### config.mk
export PLATFORM = sky130hd
export DESIGN_NAME = mem_access_unit_flat
export DESIGN_NICKNAME = d
export VERILOG_FILES = /design/src/rtl/mem_pkg.sv /design/src/rtl/mem_access_unit_if.sv /design/src/rtl/mem_lane_align.sv /design/src/rtl/mem_access_unit.sv /design/src/flat_wrapper.sv
export SDC_FILE = /design/constraint.sdc
export NUM_CORES = 1
export LEC_CHECK = 0
export ABC_CLOCK_PERIOD_IN_PS = 10000
export CORE_MARGIN = 1.5
export CORE_UTILIZATION = 54
export CTS_BUF_LIST = sky130_fd_sc_hd__clkbuf_8
export CTS_CLUSTER_SIZE = 30
export DETAILED_ROUTE_END_ITERATION = 7
export PLACE_DENSITY_LB_ADDON = 0.1
export SLEW_MARGIN = 0
export SYNTH_ARGS = -nofsm -noshare
export SYNTH_HDL_FRONTEND = slang
export SYNTH_SLANG_ARGS = --single-unit
### constraint.sdc
create_clock -name clk -period 10 [get_ports clk]
set_clock_uncertainty 0.2 [all_clocks]
set_input_delay 1.5 -clock clk [delete_from_list [all_inputs] [get_ports clk]]
set_output_delay 1.5 -clock clk [all_outputs]
set_load 0.005 [all_outputs]
### src/rtl/mem_pkg.sv
// Shared definitions for the MEM-stage data RAM access unit:
// access size encodings, FSM states and the alignment rule.
package mem_pkg;

    localparam logic [1:0] MEM_BYTE = 2'b00;
    localparam logic [1:0] MEM_HALF = 2'b01;
    localparam logic [1:0] MEM_WORD = 2'b10;

    typedef enum logic [1:0] {
        IDLE   = 2'b00,
        ACCESS = 2'b01,
        WRITE  = 2'b10,
        ERR    = 2'b11
    } mem_state_t;

    // A request is misaligned when a half is on an odd byte, a word is not
    // on a word boundary, or the size code is the reserved one.
    function automatic logic is_misaligned(input logic [1:0] size, input logic [1:0] off);
        logic mis;
        case (size)
            MEM_BYTE: mis = 1'b0;
            MEM_HALF: mis = off[0];
            MEM_WORD: mis = (off != 2'b00);
            default:  mis = 1'b1;
        endcase
        return mis;
    endfunction

endpackage

### src/rtl/mem_access_unit_if.sv
// Bundles the pipeline request/response handshake and the data RAM port.
// Signal suffixes are written from the access unit's point of view.
interface mem_access_unit_if #(
    parameter int ADDR_W = 32,
    parameter int DATA_W = 32
);
    logic              req_valid_i;
    logic              req_ready_o;
    logic              req_we_i;
    logic [1:0]        req_size_i;
    logic              req_unsigned_i;
    logic [ADDR_W-1:0] req_addr_i;
    logic [DATA_W-1:0] req_wdata_i;
    logic              rsp_valid_o;
    logic [DATA_W-1:0] rsp_rdata_o;
    logic              rsp_misalign_o;
    logic              ram_we_o;
    logic [ADDR_W-1:0] ram_addr_o;
    logic [DATA_W-1:0] ram_wdata_o;
    logic [DATA_W-1:0] ram_rdata_i;

    // The access unit itself.
    modport slave (
        input  req_valid_i, req_we_i, req_size_i, req_unsigned_i, req_addr_i, req_wdata_i,
        input  ram_rdata_i,
        output req_ready_o, rsp_valid_o, rsp_rdata_o, rsp_misalign_o,
        output ram_we_o, ram_addr_o, ram_wdata_o
    );

    // The pipeline plus RAM environment driving the unit.
    modport master (
        output req_valid_i, req_we_i, req_size_i, req_unsigned_i, req_addr_i, req_wdata_i,
        output ram_rdata_i,
        input  req_ready_o, rsp_valid_o, rsp_rdata_o, rsp_misalign_o,
        input  ram_we_o, ram_addr_o, ram_wdata_o
    );
endinterface

### src/rtl/mem_lane_align.sv
// Little-endian byte-lane steering for the data RAM: extracts and extends
// load data from a RAM word, and merges sub-word store data into an old word.
module mem_lane_align
    import mem_pkg::*;
(
    input  logic [31:0] word_i,
    input  logic [1:0]  off_i,
    input  logic [1:0]  size_i,
    input  logic        unsigned_i,
    input  logic [31:0] new_i,
    output logic [31:0] load_o,
    output logic [31:0] merged_o
);

    logic [7:0]  loadByte;
    logic [15:0] loadHalf;

    // Pick the addressed lane(s) and sign- or zero-extend to a full word.
    always_comb begin
        loadByte = word_i[{off_i, 3'b000} +: 8];
        loadHalf = word_i[{off_i[1], 4'b0000} +: 16];
        load_o   = word_i;
        case (size_i)
            MEM_BYTE: load_o = {{24{loadByte[7] & ~unsigned_i}}, loadByte};
            MEM_HALF: load_o = {{16{loadHalf[15] & ~unsigned_i}}, loadHalf};
            default:  load_o = word_i;
        endcase
    end

    // Replace the addressed lane(s) of the old word; a full word replaces all.
    always_comb begin
        merged_o = word_i;
        case (size_i)
            MEM_BYTE: merged_o[{off_i, 3'b000} +: 8]     = new_i[7:0];
            MEM_HALF: merged_o[{off_i[1], 4'b0000} +: 16] = new_i[15:0];
            default:  merged_o = new_i;
        endcase
    end

endmodule

### src/rtl/mem_access_unit.sv
// MEM-stage initiator for the word-addressed data RAM. Loads take one RAM
// cycle; byte/half stores do a read-modify-write because the RAM only
// writes whole words; misaligned requests are rejected without a RAM access.
module mem_access_unit
    import mem_pkg::*;
#(
    parameter int ADDR_W = 32,
    parameter int DATA_W = 32
) (
    input logic                clk,
    input logic                rst,
    mem_access_unit_if.slave   bus
);

    mem_state_t        state_q, state_d;
    logic              we_q;
    logic [1:0]        size_q;
    logic              unsigned_q;
    logic [ADDR_W-1:0] addr_q;
    logic [DATA_W-1:0] wdata_q;
    logic              mis_q;
    logic [DATA_W-1:0] merged_q, merged_d;
    logic              rsp_valid_q, rsp_valid_d;
    logic [DATA_W-1:0] rsp_rdata_q, rsp_rdata_d;
    logic              rsp_misalign_q, rsp_misalign_d;
    logic              accept;
    logic [31:0]       loadData;
    logic [31:0]       mergedWord;

    mem_lane_align u_align (
        .word_i     (bus.ram_rdata_i),
        .off_i      (addr_q[1:0]),
        .size_i     (size_q),
        .unsigned_i (unsigned_q),
        .new_i      (wdata_q),
        .load_o     (loadData),
        .merged_o   (mergedWord)
    );

    assign accept             = bus.req_valid_i && bus.req_ready_o;
    assign bus.req_ready_o    = (state_q == IDLE);
    assign bus.rsp_valid_o    = rsp_valid_q;
    assign bus.rsp_rdata_o    = rsp_rdata_q;
    assign bus.rsp_misalign_o = rsp_misalign_q;

    // RAM port decodes straight from state so reset drops the write strobe at once.
    always_comb begin
        bus.ram_addr_o  = {addr_q[ADDR_W-1:2], 2'b00};
        bus.ram_we_o    = 1'b0;
        bus.ram_wdata_o = wdata_q;
        if (state_q == ACCESS && we_q && size_q == MEM_WORD) begin
            bus.ram_we_o = 1'b1;
        end else if (state_q == WRITE) begin
            bus.ram_we_o    = 1'b1;
            bus.ram_wdata_o = merged_q;
        end
    end

    // Next-state and response decode; the response is registered so it lands one cycle later.
    always_comb begin
        state_d        = state_q;
        merged_d       = merged_q;
        rsp_valid_d    = 1'b0;
        rsp_rdata_d    = '0;
        rsp_misalign_d = 1'b0;
        case (state_q)
            IDLE: begin
                if (accept) begin
                    state_d = is_misaligned(bus.req_size_i, bus.req_addr_i[1:0]) ? ERR : ACCESS;
                end
            end
            ACCESS: begin
                if (!we_q) begin
                    rsp_valid_d = 1'b1;
                    rsp_rdata_d = loadData;
                    state_d     = IDLE;
                end else if (size_q == MEM_WORD) begin
                    rsp_valid_d = 1'b1;
                    state_d     = IDLE;
                end else begin
                    merged_d = mergedWord;
                    state_d  = WRITE;
                end
            end
            WRITE: begin
                rsp_valid_d = 1'b1;
                state_d     = IDLE;
            end
            ERR: begin
                rsp_valid_d    = 1'b1;
                rsp_misalign_d = mis_q;
                state_d        = IDLE;
            end
            default: state_d = IDLE;
        endcase
    end

    // State, captured request and response registers.
    always_ff @(posedge clk or posedge rst) begin
        if (rst) begin
            state_q        <= IDLE;
            we_q           <= 1'b0;
            size_q         <= MEM_BYTE;
            unsigned_q     <= 1'b0;
            addr_q         <= '0;
            wdata_q        <= '0;
            mis_q          <= 1'b0;
            merged_q       <= '0;
            rsp_valid_q    <= 1'b0;
            rsp_rdata_q    <= '0;
            rsp_misalign_q <= 1'b0;
        end else begin
            state_q        <= state_d;
            merged_q       <= merged_d;
            rsp_valid_q    <= rsp_valid_d;
            rsp_rdata_q    <= rsp_rdata_d;
            rsp_misalign_q <= rsp_misalign_d;
            if (accept) begin
                we_q       <= bus.req_we_i;
                size_q     <= bus.req_size_i;
                unsigned_q <= bus.req_unsigned_i;
                addr_q     <= bus.req_addr_i;
                wdata_q    <= bus.req_wdata_i;
                mis_q      <= is_misaligned(bus.req_size_i, bus.req_addr_i[1:0]);
            end
        end
    end

endmodule

### src/flat_wrapper.sv
// flat-port wrapper written by rule: the top's interface ports become plain ports
module mem_access_unit_flat import mem_pkg::*;
#(
    parameter int ADDR_W = 32,
    parameter int DATA_W = 32
)
  (clk, rst, bus_req_valid_i, bus_req_we_i, bus_req_size_i, bus_req_unsigned_i, bus_req_addr_i, bus_req_wdata_i, bus_ram_rdata_i, bus_req_ready_o, bus_rsp_valid_o, bus_rsp_rdata_o, bus_rsp_misalign_o, bus_ram_we_o, bus_ram_addr_o, bus_ram_wdata_o);
  mem_access_unit_if #(.ADDR_W(ADDR_W), .DATA_W(DATA_W)) bus_i ();
  input logic clk;
  input logic rst;
  input wire logic [$bits(bus_i.req_valid_i)-1:0] bus_req_valid_i;
  input wire logic [$bits(bus_i.req_we_i)-1:0] bus_req_we_i;
  input wire logic [$bits(bus_i.req_size_i)-1:0] bus_req_size_i;
  input wire logic [$bits(bus_i.req_unsigned_i)-1:0] bus_req_unsigned_i;
  input wire logic [$bits(bus_i.req_addr_i)-1:0] bus_req_addr_i;
  input wire logic [$bits(bus_i.req_wdata_i)-1:0] bus_req_wdata_i;
  input wire logic [$bits(bus_i.ram_rdata_i)-1:0] bus_ram_rdata_i;
  output wire logic [$bits(bus_i.req_ready_o)-1:0] bus_req_ready_o;
  output wire logic [$bits(bus_i.rsp_valid_o)-1:0] bus_rsp_valid_o;
  output wire logic [$bits(bus_i.rsp_rdata_o)-1:0] bus_rsp_rdata_o;
  output wire logic [$bits(bus_i.rsp_misalign_o)-1:0] bus_rsp_misalign_o;
  output wire logic [$bits(bus_i.ram_we_o)-1:0] bus_ram_we_o;
  output wire logic [$bits(bus_i.ram_addr_o)-1:0] bus_ram_addr_o;
  output wire logic [$bits(bus_i.ram_wdata_o)-1:0] bus_ram_wdata_o;
  assign bus_i.req_valid_i = bus_req_valid_i;
  assign bus_i.req_we_i = bus_req_we_i;
  assign bus_i.req_size_i = bus_req_size_i;
  assign bus_i.req_unsigned_i = bus_req_unsigned_i;
  assign bus_i.req_addr_i = bus_req_addr_i;
  assign bus_i.req_wdata_i = bus_req_wdata_i;
  assign bus_i.ram_rdata_i = bus_ram_rdata_i;
  assign bus_req_ready_o = bus_i.req_ready_o;
  assign bus_rsp_valid_o = bus_i.rsp_valid_o;
  assign bus_rsp_rdata_o = bus_i.rsp_rdata_o;
  assign bus_rsp_misalign_o = bus_i.rsp_misalign_o;
  assign bus_ram_we_o = bus_i.ram_we_o;
  assign bus_ram_addr_o = bus_i.ram_addr_o;
  assign bus_ram_wdata_o = bus_i.ram_wdata_o;
  mem_access_unit #(.ADDR_W(ADDR_W), .DATA_W(DATA_W)) u_core (.clk(clk), .rst(rst), .bus(bus_i));
endmodule
# Yosys cells after proc, flatten, opt, wreduce, memory -nomap -nowiden
# Cells that the tools add are included.
[classes]
n_addsub = 2
multipliers = 0
div = 0
order_cmp = 0
eq_ne = 8
n_shift = 6
mux = 22
bitwise_logic = 4
n_reduce_logical = 9
[op_table]
columns = ["op", "n"]
rows = [
  ["2-to-1 mux 32 bit", 4],
  ["one-hot mux 32 bit (2 select lines)", 2],
  ["bitwise mux 32 bit", 2],
  ["variable shift 16 x 7 -> 32 bit (first input constant)", 1],
  ["variable shift 8 x 7 -> 32 bit (first input constant)", 1],
  ["variable part select 16 x 7 -> 32 bit", 1],
  ["variable part select 32 x 6 -> 16 bit", 1],
  ["variable part select 32 x 6 -> 8 bit", 1],
  ["variable part select 8 x 7 -> 32 bit", 1],
  ["negator 5 -> 7 bit", 2],
  ["equality test 2 bit (second input constant)", 4],
  ["2-to-1 mux 2 bit", 4],
  ["2-to-1 mux 1 bit", 7],
  ["equality test 2 x 1 -> 1 bit (second input constant)", 3],
  ["logical NOT 2 bit", 3],
  ["one-hot mux 2 bit (3 select lines)", 1],
  ["logical AND 1 bit", 3],
  ["one-hot mux 1 bit (3 select lines)", 1],
  ["AND reduction 3 bit", 1],
  ["bitwise AND 1 bit", 2],
  ["inequality test 2 bit (second input constant)", 1],
  ["inverter 1 bit", 2],
  ["one-hot mux 1 bit (2 select lines)", 1],
  ["nonzero test 2 bit", 1],
  ["OR reduction 2 bit", 1],
]
[totals]
regBits = 137
latchBits = 0
ramBits = 0
mem_bits_ro = 0
input_bits = 103
mem_count = 0

# Depth between registers and ports, before layout
# Gate-level depths: netlist of the first run.
[logic_depth]
ltp_word = 7
mapped_depth = 10

# By module
# A second synthesis of the first run with hierarchy kept.
[hier_totals]
cells_unflattened = 647
hier_area_um2 = 7553.5
[by_module_without_submodules]
columns = ["mod", "instances", "cells_each", "area_per_inst_um2", "seq_area_each_um2"]
rows = [
  ["mem_access_unit", 1, 370, 5716.7, 3428.3],
  ["mem_lane_align", 1, 277, 1836.8, 0.0],
]

# Worst setup path after synthesis of the first run
# Ideal clock, no wire load.
[synth_timing]
path_type = "register -> output"
from = "reg u_core.state_q[1]"
to = "out bus_ram_wdata_o[22]"
arrival_time_ns = 1.452
slack_ns = 6.848
stages_incl_launch_ff = 5
n_path_buf = 2
cell_sequence = "dfrtp_1 nor2b_1 clkbuf_1 clkbuf_1 mux2_2"
[synth_between]
elab_chain_cells = 4
word_cells_on_any_way = 6
classes_between = "2 x eq/ne; 2 x mux; 2 x reduce/logical"
[synth_rtl]
columns = ["element", "line_no", "source"]
rows = [
  ["start: declaration", "mem_access_unit.sv:15", "mem_state_t state_q, state_d;"],
  ["start signal: assignment", "mem_access_unit.sv:113", "state_q <= state_d;"],
  ["equality test 2 x 1 -> 1 bit", "mem_access_unit.sv:51", "if (state_q == ACCESS && we_q && size_q == MEM_WORD) begin"],
  ["logical AND 1 bit (2 in series)", "mem_access_unit.sv:51", ""],
  ["2-to-1 mux 32 bit *", "mem_access_unit.sv:51", ""],
  ["end: declaration", "flat_wrapper.sv:24", "output wire logic [$bits(bus_i.ram_wdata_o)-1:0] bus_ram_wdata_o;"],
]
# Mark *: on every way between the ends. The rest lies on a longest branch, timed or not.

# Worst setup path after layout of the first run
[layout_timing]
from = "reg u_core.state_q[1]"
to = "out bus_ram_wdata_o[0]"
# Same word-level chain as after synthesis.

==> flow_summary.yaml, run 1 <==
detailed_routing:
  post_drt_wl_per_cell_um: 18.9
  drc: 3
  drtAntennaViolNets: 0
  dr_total_vias: 6533
  firstDrtPassIters: 8
  drt_wl_total_mm: 21.0
  dr.first_iter.drc_count: 807
  detail_route.vias_per_cell: 5.85
global_routing:
  maximum_number_of_pins_on_one_net_before_global_route_repair: 84
  grt_first_pass_wirelength_mm: 33.6
  number_of_global_route_vias_before_repair: 6414
  grt_overflow_total: 0
  aggregate_global_route_resource_usage_pct: 30.5
  grt_antenna_before_repair: 0
worst_setup_path:
  critPathLaunch: "u_core.state_q[1]"
  worst_setup_path_start_kind: "flop"
  path_buf_inv: 2
  crit_family: "buffers and inverters"
  critPathMaxFanout: 33
  regToRegStartpoint: "u_core.addr_q[1]"
  crit_type: "flop to output port"
  cp.depth: 4
  setup.worst_path.end_class: "output port"
  critical_path_required_ns: 8.30
  worst_ep_arrival_time_ns: 2.32
  slowest_delay_ns: 0.46
  crit_path_top_delay_cell: "clkdlybuf4s50_1"
  r2r_cells: 7
  crit_chain: "nor2b_2 > buf_4 > mux2_2 > clkdlybuf4s50_1"
power_and_ir_drop:
  cellLeakagePower_nw: 4.31
  vdd_drop_max_uv: 178
  p_per_area_nw_per_um2: 310
clocking:
  post_cts_resized: 0
  clkTransAtPathRegs_ns: 0.07
  cts_setup_buffers: 0
  cts-hold-fix-buffers: 0
  cts_inserted_buffers: 17
  clock_sinks: 137
  ctsRootBufferMaster: "clkbuf_8"
  clock_insertion_delay_at_the_later_pin_of_the_skew_report_ns: 0.45
  ctsLongestPathBuffers: 2
  ctsHtreeMaxLevel: 4
  clock_tree_from_tritoncts: "done"
timing:
  rsz_0062_raised_after_global_routing: "no"
  timing.final.setup_violations: 0
  post-route-period-util_pct: 40.2
  total_count_of_max_transition_violations_in_the_final_report: 0
  min_period_ns: 4.02
  hold_ws_ns: 0.275
  maxClockFrequency_mhz: 249
  finalHoldViolCount: 0
  worstMarginPinSlew_ns: 1.15
  setup_tns_ns: 0
  slew-limit-headroom_pct: 23.4
  finalWorstSetupSlack_ns: 5.98
synth:
  synth_async_sr_flop_share_pct: 100
  yosys-top-cells-count: "nand2_1, dfrtp_1, mux2_2"
  synth_ff_type: "dfrtp_1"
  synth_top_area_share_pct: 46.8
  synth-edff-count: 0
  syn-mean-instance-area_um2: 9.19
  synth_largest_area_cell: "dfrtp_1"
  synthesis.instances: 797
  number_of_register_bits_inferred_by_synthesis: 137
  synth.yosys.warnings: 0
  yosys.cell_count.top_type: "nand2_1"
  synth.top_cells.by_area: "dfrtp_1, nand2_1, mux2_2, buf_4, a222oi_1"
  synth_sequential_area_ratio_pct: 46.8
  synthDistinctLibCells: 46
  syn_area_um2: 7320
floorplan:
  die-height_um: 119
  initial_utilization_pct: 55.3
  die_area_um2: 14300
  design.portCount: 203
  dieWidth_um: 119
  core_region_area_um2: 13200
  placementRows: 42
final_layout:
  filler_cell_count: 1023
  insertedDiodeCount: 0
  flow.area_growth_from_synthesis_pct: 29.1
  nets: 1036
  layout-drive-gt1-share_pct: 13.3
placed_design:
  post-dp-hpwl_mm: 14.7
  preCtsSetupSlack_ns: 6.35
  gp_congestion: 0.962
  numPortBuffers: 200
outcome:
  failing_checks: "DRC"
  run_status: "finished with violations"
worst_hold_path:
  holdPathStages: 2
  hold_path.class: "flop to flop"
  min_from: "u_core.addr_q[29]"
run:
  drv_cap: 0
report_power, final:
part / total [mW] / internal [mW] / leakage (nW) / switching (mW)
Sequential: 1.03 / 0.791 / 1.69 / 0.237
Clock: 0.396 / 0.192 / 0.185 / 0.204
Combinational: 1.50 / 0.794 / 2.44 / 0.709
Total: 2.93 / 1.78 / 4.31 / 1.15
worst min-delay path, stage by stage, from the launching register on:
cell     delay [ns]
dfrtp_1        0.34
nand2_1        0.05
nand2_1        0.05
routing by layer:
layer | share of wire, % | wire length (µm) | global-route usage [%] | vias to the layer above
met5 | 0 | 0 | 0 | -
met4 | 3.4 | 722 | 12.9 | 0
met3 | 11 | 2290 | 8.00 | 59
li1 | - | - | - | 2968
met2 | 44 | 9360 | 45.6 | 422
met1 | 41 | 8670 | 42.3 | 3084
logic make-up after synthesis:
| group | count (synthesis) | share of synthesized area, % |
|---|---|---|
| fa+ha+maj | 5 | 0.855 |
| flops | 137 | 46.8 |
| compound gates | 155 | 15.9 |
| mux | 57 | 9.83 |
| buf+inv | 118 | 8.12 |
| other cells | 1 | 0.0512 |
| simple gates | 324 | 18.4 |
final cells by class:
| type | instances | area (µm²) | share of cell area [%] |
|---|---|---|---|
| sequential | 137 | 3430 | 36.3 |
| clock buffer | 21 | 289 | 3.06 |
| timing repair buffer | 208 | 2060 | 21.8 |
| multi-input combinational | 543 | 3310 | 35.1 |
| inverter | 21 | 83.8 | 0.887 |
| tap | 176 | 220 | 2.33 |
| clock inverter | 10 | 56.3 | 0.596 |
worst paths after layout:
kind | end | slack (ns)
worst max-delay path | bus_ram_wdata_o[0] | 5.98
worst min-delay path | u_core.addr_q[29] | 0.28
worst max register to register | u_core.merged_q[10] | 7.08
worst min register to register | u_core.addr_q[29] | 0.28
max in group asynchronous | u_core.bus.rsp_rdata_o[1] | 6.91
min in group asynchronous | u_core.addr_q[10] | 1.27
state kept, by name, summed over array words and instances (netlist names):
register and cells:
u_core.size_q 2, u_core.wdata_q 32, u_core.merged_q 32, u_core.we_q 1
u_core.state_q 2, u_core.bus.rsp_misalign_o 1, u_core.unsigned_q 1, u_core.bus.rsp_valid_o 1
u_core.bus.rsp_rdata_o 32, u_core.mis_q 1, u_core.addr_q 32
cells in the final DEF (no fill, tap or decap), types with 5 or more instances in the layout:
| master | Yosys | routed |
|---|---|---|
| a22oi_1 | 7 | 7 |
| dfrtp_1 | 137 | 137 |
| ha_1 | 5 | 5 |
| mux2_2 | 49 | 49 |
| o22ai_1 | 15 | 15 |
| clkdlybuf4s50_1 | 0 | 200 |
| nor2b_1 | 21 | 19 |
| a221oi_2 | 8 | 8 |
| nand2_1 | 232 | 231 |
| nor2_1 | 46 | 46 |
| a21oi_1 | 43 | 43 |
| a222oi_1 | 25 | 25 |
| mux4_2 | 7 | 7 |
| nor3_1 | 8 | 8 |
| a31o_2 | 17 | 17 |
| buf_4 | 35 | 8 |
| clkbuf_8 | 0 | 21 |
| a31oi_1 | 7 | 7 |
| o21ai_0 | 12 | 12 |
| a22o_1 | 13 | 13 |
| inv_1 | 20 | 23 |
metrics by stage:
step	total power [mW]	area [µm²]	utilization [%]	cells
6_report	2.93	9450	71.4	1116
5_1_grt	3.12	9450	71.4	1116
4_1_cts	2.92	9450	71.4	1116
3_5_place_dp	2.51	9110	68.8	1085
3_3_place_gp	2.47	9110	68.8	1085
2_1_floorplan	1.93	7320	-	798
Power figures use the tool's default switching activity.
==> inputs of run 2 (changes only) <==
--- a/config.mk
+++ b/config.mk
@@ -5,9 +5,9 @@
 export SDC_FILE = /design/constraint.sdc
 export NUM_CORES = 1
 export LEC_CHECK = 0
-export ABC_CLOCK_PERIOD_IN_PS = 10000
+export ABC_CLOCK_PERIOD_IN_PS = 4100
 export CORE_MARGIN = 1.5
-export CORE_UTILIZATION = 54
+export CORE_UTILIZATION = 50
 export CTS_BUF_LIST = sky130_fd_sc_hd__clkbuf_8
 export CTS_CLUSTER_SIZE = 30
 export DETAILED_ROUTE_END_ITERATION = 7
==> constraint.sdc (replaced) <==
create_clock -name clk -period 4.1 [get_ports clk]
set_clock_uncertainty 0.2 [all_clocks]
set_input_delay 0.615 -clock clk [delete_from_list [all_inputs] [get_ports clk]]
set_output_delay 0.615 -clock clk [all_outputs]
set_load 0.005 [all_outputs]
==> flow_summary.yaml, run 2 (synthesized netlist as in run 1, its figures left out) <==
timing:
  total_count_of_max_transition_violations_in_the_final_report: 0
  worstMarginPinSlew_ns: 1.13
  finalHoldViolCount: 0
  post-route-period-util_pct: 77.8
  slew-limit-headroom_pct: 24.2
  timing.final.setup_violations: 0
  rsz_0062_raised_after_global_routing: "no"
  setup_tns_ns: 0
  min_period_ns: 3.19
  maxClockFrequency_mhz: 314
floorplan:
  design.portCount: 203
  core_region_area_um2: 14400
  placementRows: 44
  dieWidth_um: 124
  die_area_um2: 15400
  die-height_um: 124
  initial_utilization_pct: 50.8
run:
  drv_cap: 0
detailed_routing:
  drtAntennaViolNets: 0
  firstDrtPassIters: 8
  dr_total_vias: 6499
  post_drt_wl_per_cell_um: 19.3
  drt_wl_total_mm: 21.8
  dr.first_iter.drc_count: 637
  detail_route.vias_per_cell: 5.77
  drc: 13
clocking:
  cts_inserted_buffers: 17
  clock_insertion_delay_at_the_later_pin_of_the_skew_report_ns: 0.46
  clkTransAtPathRegs_ns: 0.08
  clock_sinks: 137
  cts-hold-fix-buffers: 0
  ctsRootBufferMaster: "clkbuf_8"
  cts_setup_buffers: 0
  ctsHtreeMaxLevel: 4
  post_cts_resized: 0
  ctsLongestPathBuffers: 2
  clock_tree_from_tritoncts: "done"
power_and_ir_drop:
  vdd_drop_max_uv: 568
  power_frac_seq_pct: 34.6
  power.internal_mw: 4.33
  cellLeakagePower_nw: 4.32
  p_per_area_nw_per_um2: 758
  sw_frac_of_total_pct: 40.0
  power_share_of_the_combinational_group_pct: 51.4
  power.switching_mw: 2.88
  clock_power_share_pct: 13.9
placed_design:
  numPortBuffers: 200
  gp_congestion: 0.863
  placed_area_um2: 9160
  post-dp-hpwl_mm: 15.3
global_routing:
  number_of_global_route_vias_before_repair: 6285
  aggregate_global_route_resource_usage_pct: 29.0
  grt_overflow_total: 0
  grt_first_pass_wirelength_mm: 33.5
  maximum_number_of_pins_on_one_net_before_global_route_repair: 73
  grt_antenna_before_repair: 0
worst_setup_path:
  slowest_delay_ns: 0.46
  critPathMaxFanout: 32
  crit_chain: "nor2b_2 > buf_4 > mux2_2 > clkdlybuf4s50_1"
  path_buf_inv: 2
  crit_path_top_delay_cell: "clkdlybuf4s50_1"
  critical_path_required_ns: 3.28
  setup.worst_path.end_class: "output port"
  crit_family: "buffers and inverters"
  crit_type: "flop to output port"
  worst_setup_path_start_kind: "flop"
  worst_ep_arrival_time_ns: 2.37
final_layout:
  nets: 1038
  most_common_cell_after_layout_fill_and_taps_aside: "nand2_1"
  insertedDiodeCount: 0
  top_library_cells_by_usage_in_the_layout_fill_and_taps_aside: "nand2_1, clkdlybuf4s50_1, dfrtp_1, mux2_2, nor2_1"
  flow.area_growth_from_synthesis_pct: 29.9
  stdcell_area_um2: 9510
  layout-drive-gt1-share_pct: 14.0
worst_hold_path:
  hold_path.class: "flop to flop"
outcome:
  run_status: "finished with violations"
  failing_checks: "DRC"
run 2: changes by cell type in the layout (fill, tap and decap cells not counted):
cell        delta
clkbuf_8       -2
clkinv_2       +2
inv_6          +2
clkinv_4       +1
clkinvlp_4     +2
buf_12         +2
inv_1          -4
run 2: final timing paths:
kind / from / end / slack, ns / cells past startpoint
min reg2reg: u_core.addr_q[13] / u_core.addr_q[13] / 0.28 / 2
max in group asynchronous: rst / u_core.bus.rsp_rdata_o[14] / 2.52 / 3
min: u_core.addr_q[13] / u_core.addr_q[13] / 0.28 / 2
min in group asynchronous: rst / u_core.wdata_q[19] / 0.42 / 2
max reg2reg: u_core.size_q[1] / u_core.merged_q[8] / 1.11 / 4
max: u_core.state_q[1] / bus_ram_wdata_o[5] / 0.91 / 4
run 2: metrics by stage:
step	worst slack (ns)	utilization (%)	total power [mW]	std cells	hold slack, ns
after global placement	1.41	63.5	6.06	1095	0.256
final	0.911	66.0	7.21	1127	0.278
after global routing	0.770	66.0	7.72	1127	0.298
after CTS	0.888	66.0	7.21	1127	0.281
after floorplan	1.51	-	4.72	798	0.243
after detailed placement	1.21	63.5	6.18	1095	0.262
run 2: cell type report:
class | instances | area [µm²]
clock buffer | 19 | 262
clock inverter | 13 | 93.8
fill | 1145 | 4910
inverter | 21 | 82.6
multi-input combinational | 543 | 3310
sequential | 137 | 3430
tap | 184 | 230
timing repair buffer | 210 | 2100
run 2: worst min-delay path, delay by kind of cell (launching register included):
kind / cells / cell delay [ns]
DFF: 1 / 0.35
and+or+nand+nor: 2 / 0.11
run 2: per-layer routing:
metal	GRT usage, %	wire, µm	vias up
li1	-	-	2977
met5	0	0	-
met2	45.4	10200	330
met1	38.1	8900	3139
met4	9.45	604	0
met3	9.66	2100	53
run 2: power by group through the flow:
stage | Sequential [mW] | Clock (mW) | Combinational (mW)
6_report | 2.50 | 1.00 | 3.71
5_1_grt | 2.55 | 1.08 | 4.09
4_1_cts | 2.48 | 1.02 | 3.71
3_5_place_dp | 2.50 | 0 | 3.68
3_3_place_gp | 2.48 | 0 | 3.58
2_1_floorplan | 2.21 | 0 | 2.50
==> inputs of run 3 (changes only) <==
--- a/config.mk
+++ b/config.mk
@@ -5,7 +5,7 @@
 export SDC_FILE = /design/constraint.sdc
 export NUM_CORES = 1
 export LEC_CHECK = 0
-export ABC_CLOCK_PERIOD_IN_PS = 4100
+export ABC_CLOCK_PERIOD_IN_PS = 3250
 export CORE_MARGIN = 1.5
 export CORE_UTILIZATION = 50
 export CTS_BUF_LIST = sky130_fd_sc_hd__clkbuf_8
==> constraint.sdc (replaced) <==
create_clock -name clk -period 3.25 [get_ports clk]
set_clock_uncertainty 0.2 [all_clocks]
set_input_delay 0.4875 -clock clk [delete_from_list [all_inputs] [get_ports clk]]
set_output_delay 0.4875 -clock clk [all_outputs]
set_load 0.005 [all_outputs]
==> flow_summary.yaml, run 3 (synthesized netlist as in run 1, its figures left out) <==
outcome:
  run_status: "complete, no violations"
timing:
  post-route-period-util_pct: 92.8
  maxClockFrequency_mhz: 331
  min_period_ns: 3.02
  finalHoldViolCount: 0
  slew-limit-headroom_pct: 37.9
  worstMarginPinSlew_ns: 0.931
  rsz_0062_raised_after_global_routing: "no"
  total_count_of_max_transition_violations_in_the_final_report: 0
  setup_tns_ns: 0
  timing.final.setup_violations: 0
floorplan:
  core_region_area_um2: 14400
  die_area_um2: 15400
  dieWidth_um: 124
  design.portCount: 203
  initial_utilization_pct: 50.8
  placementRows: 44
  die-height_um: 124
worst_setup_path:
  worst_ep_arrival_time_ns: 2.33
  crit_type: "flop to output port"
  worst_setup_path_start_kind: "flop"
  critPathMaxFanout: 33
  crit_path_top_delay_cell: "clkdlybuf4s50_1"
  crit_family: "buffers and inverters"
  critical_path_required_ns: 2.56
  path_buf_inv: 2
  setup.worst_path.end_class: "output port"
  crit_chain: "nor2b_2 > buf_4 > mux2_2 > clkdlybuf4s50_1"
  slowest_delay_ns: 0.45
final_layout:
  nets: 1048
  layout-drive-gt1-share_pct: 14.8
  stdcell_area_um2: 9730
  insertedDiodeCount: 0
  most_common_cell_after_layout_fill_and_taps_aside: "nand2_1"
  top_library_cells_by_usage_in_the_layout_fill_and_taps_aside: "nand2_1, clkdlybuf4s50_1, dfrtp_1, mux2_2, nor2_1"
  flow.area_growth_from_synthesis_pct: 32.9
detailed_routing:
  routed-wl-met2_mm: 10.3
  drtAntennaViolNets: 0
  firstDrtPassIters: 7
  m1WireLength_mm: 9.07
  detail_route.vias_per_cell: 5.69
  post_drt_wl_per_cell_um: 19.4
  dr_wl_met3_mm: 2.03
  drc: 0
  dr_total_vias: 6470
  dr_top_layer: "met4"
  dr.first_iter.drc_count: 726
  drt_wl_total_mm: 22.0
global_routing:
  grt_overflow_total: 0
  number_of_global_route_vias_before_repair: 6277
  grt_antenna_before_repair: 0
  maximum_number_of_pins_on_one_net_before_global_route_repair: 68
  aggregate_global_route_resource_usage_pct: 29.0
  grt_first_pass_wirelength_mm: 33.6
clocking:
  post_cts_resized: 0
  cts_inserted_buffers: 17
  clkTransAtPathRegs_ns: 0.08
  ctsRootBufferMaster: "clkbuf_8"
  ctsHtreeMaxLevel: 4
  cts-hold-fix-buffers: 0
  clock_sinks: 137
  clock_tree_from_tritoncts: "done"
  cts_setup_buffers: 0
  clock_insertion_delay_at_the_later_pin_of_the_skew_report_ns: 0.46
  ctsLongestPathBuffers: 2
run:
  drv_cap: 0
placed_design:
  gp_congestion: 0.907
  placed_area_um2: 9260
  numPortBuffers: 200
  post-dp-hpwl_mm: 15.9
power_and_ir_drop:
  vdd_drop_max_uv: 625
  power_mw: 9.57
  cellLeakagePower_nw: 4.44
  p_per_area_nw_per_um2: 983
worst_hold_path:
  hold_path.class: "input port to asynchronous set/reset pin"
-- run 3: cell count changes in the layout (fill, tap and decap cells not counted) --
cell	delta
buf_4	+8
clkinvlp_4	-4
bufinv_16	+5
inv_1	+1
clkinv_2	-1
clkbuf_8	+1
buf_12	+2
inv_6	-2
-- run 3: worst paths after layout --
kind | startpoint | endpoint | cells after the start | slack, ns
max | u_core.state_q[1] | bus_ram_wdata_o[0] | 4 | 0.23
min | rst | u_core.addr_q[24] | 2 | 0.27
max reg2reg | u_core.state_q[0] | u_core.bus.rsp_rdata_o[24] | 3 | 0.73
min reg2reg | u_core.addr_q[11] | u_core.addr_q[11] | 2 | 0.28
max in group asynchronous | rst | u_core.bus.rsp_rdata_o[25] | 4 | 1.72
min in group clk | u_core.addr_q[11] | u_core.addr_q[11] | 2 | 0.28
-- run 3: power by group --
part           switching [mW]  internal, mW  total [mW]
registers               0.681          2.43        3.12
logic                    2.30          2.51        4.81
clock network           0.670         0.973        1.64
total                    3.65          5.92        9.57
-- run 3: area by class of cell --
class	instances	area, µm²
Inverter	21	82.6
Clock buffer	20	275
Sequential cell	137	3430
Tap cell	184	230
Multi-Input combinational cell	543	3310
Timing Repair Buffer	220	2200
Clock inverter	12	195
Fill cell	1131	4700
-- run 3: metal layers --
| layer | vias to the layer above | GRT usage (%) |
|---|---|---|
| met2 | 326 | 45.7 |
| met1 | 3096 | 39.1 |
| met5 | - | 0 |
| li1 | 2994 | - |
| met4 | 0 | 10.9 |
| met3 | 54 | 6.82 |
-- run 3: metrics by stage --
| stage | util (%) | instances | hold WS [ns] | setup slack [ns] |
|---|---|---|---|---|
| finish | 67.4 | 1137 | 0.271 | 0.233 |
| detailed placement | 64.2 | 1105 | 0.261 | 0.671 |
| global route | 67.4 | 1137 | 0.301 | 0.123 |
| global placement | 64.2 | 1105 | 0.257 | 0.727 |
| floorplan | - | 798 | 0.243 | 0.661 |
| CTS | 67.4 | 1137 | 0.273 | 0.223 |
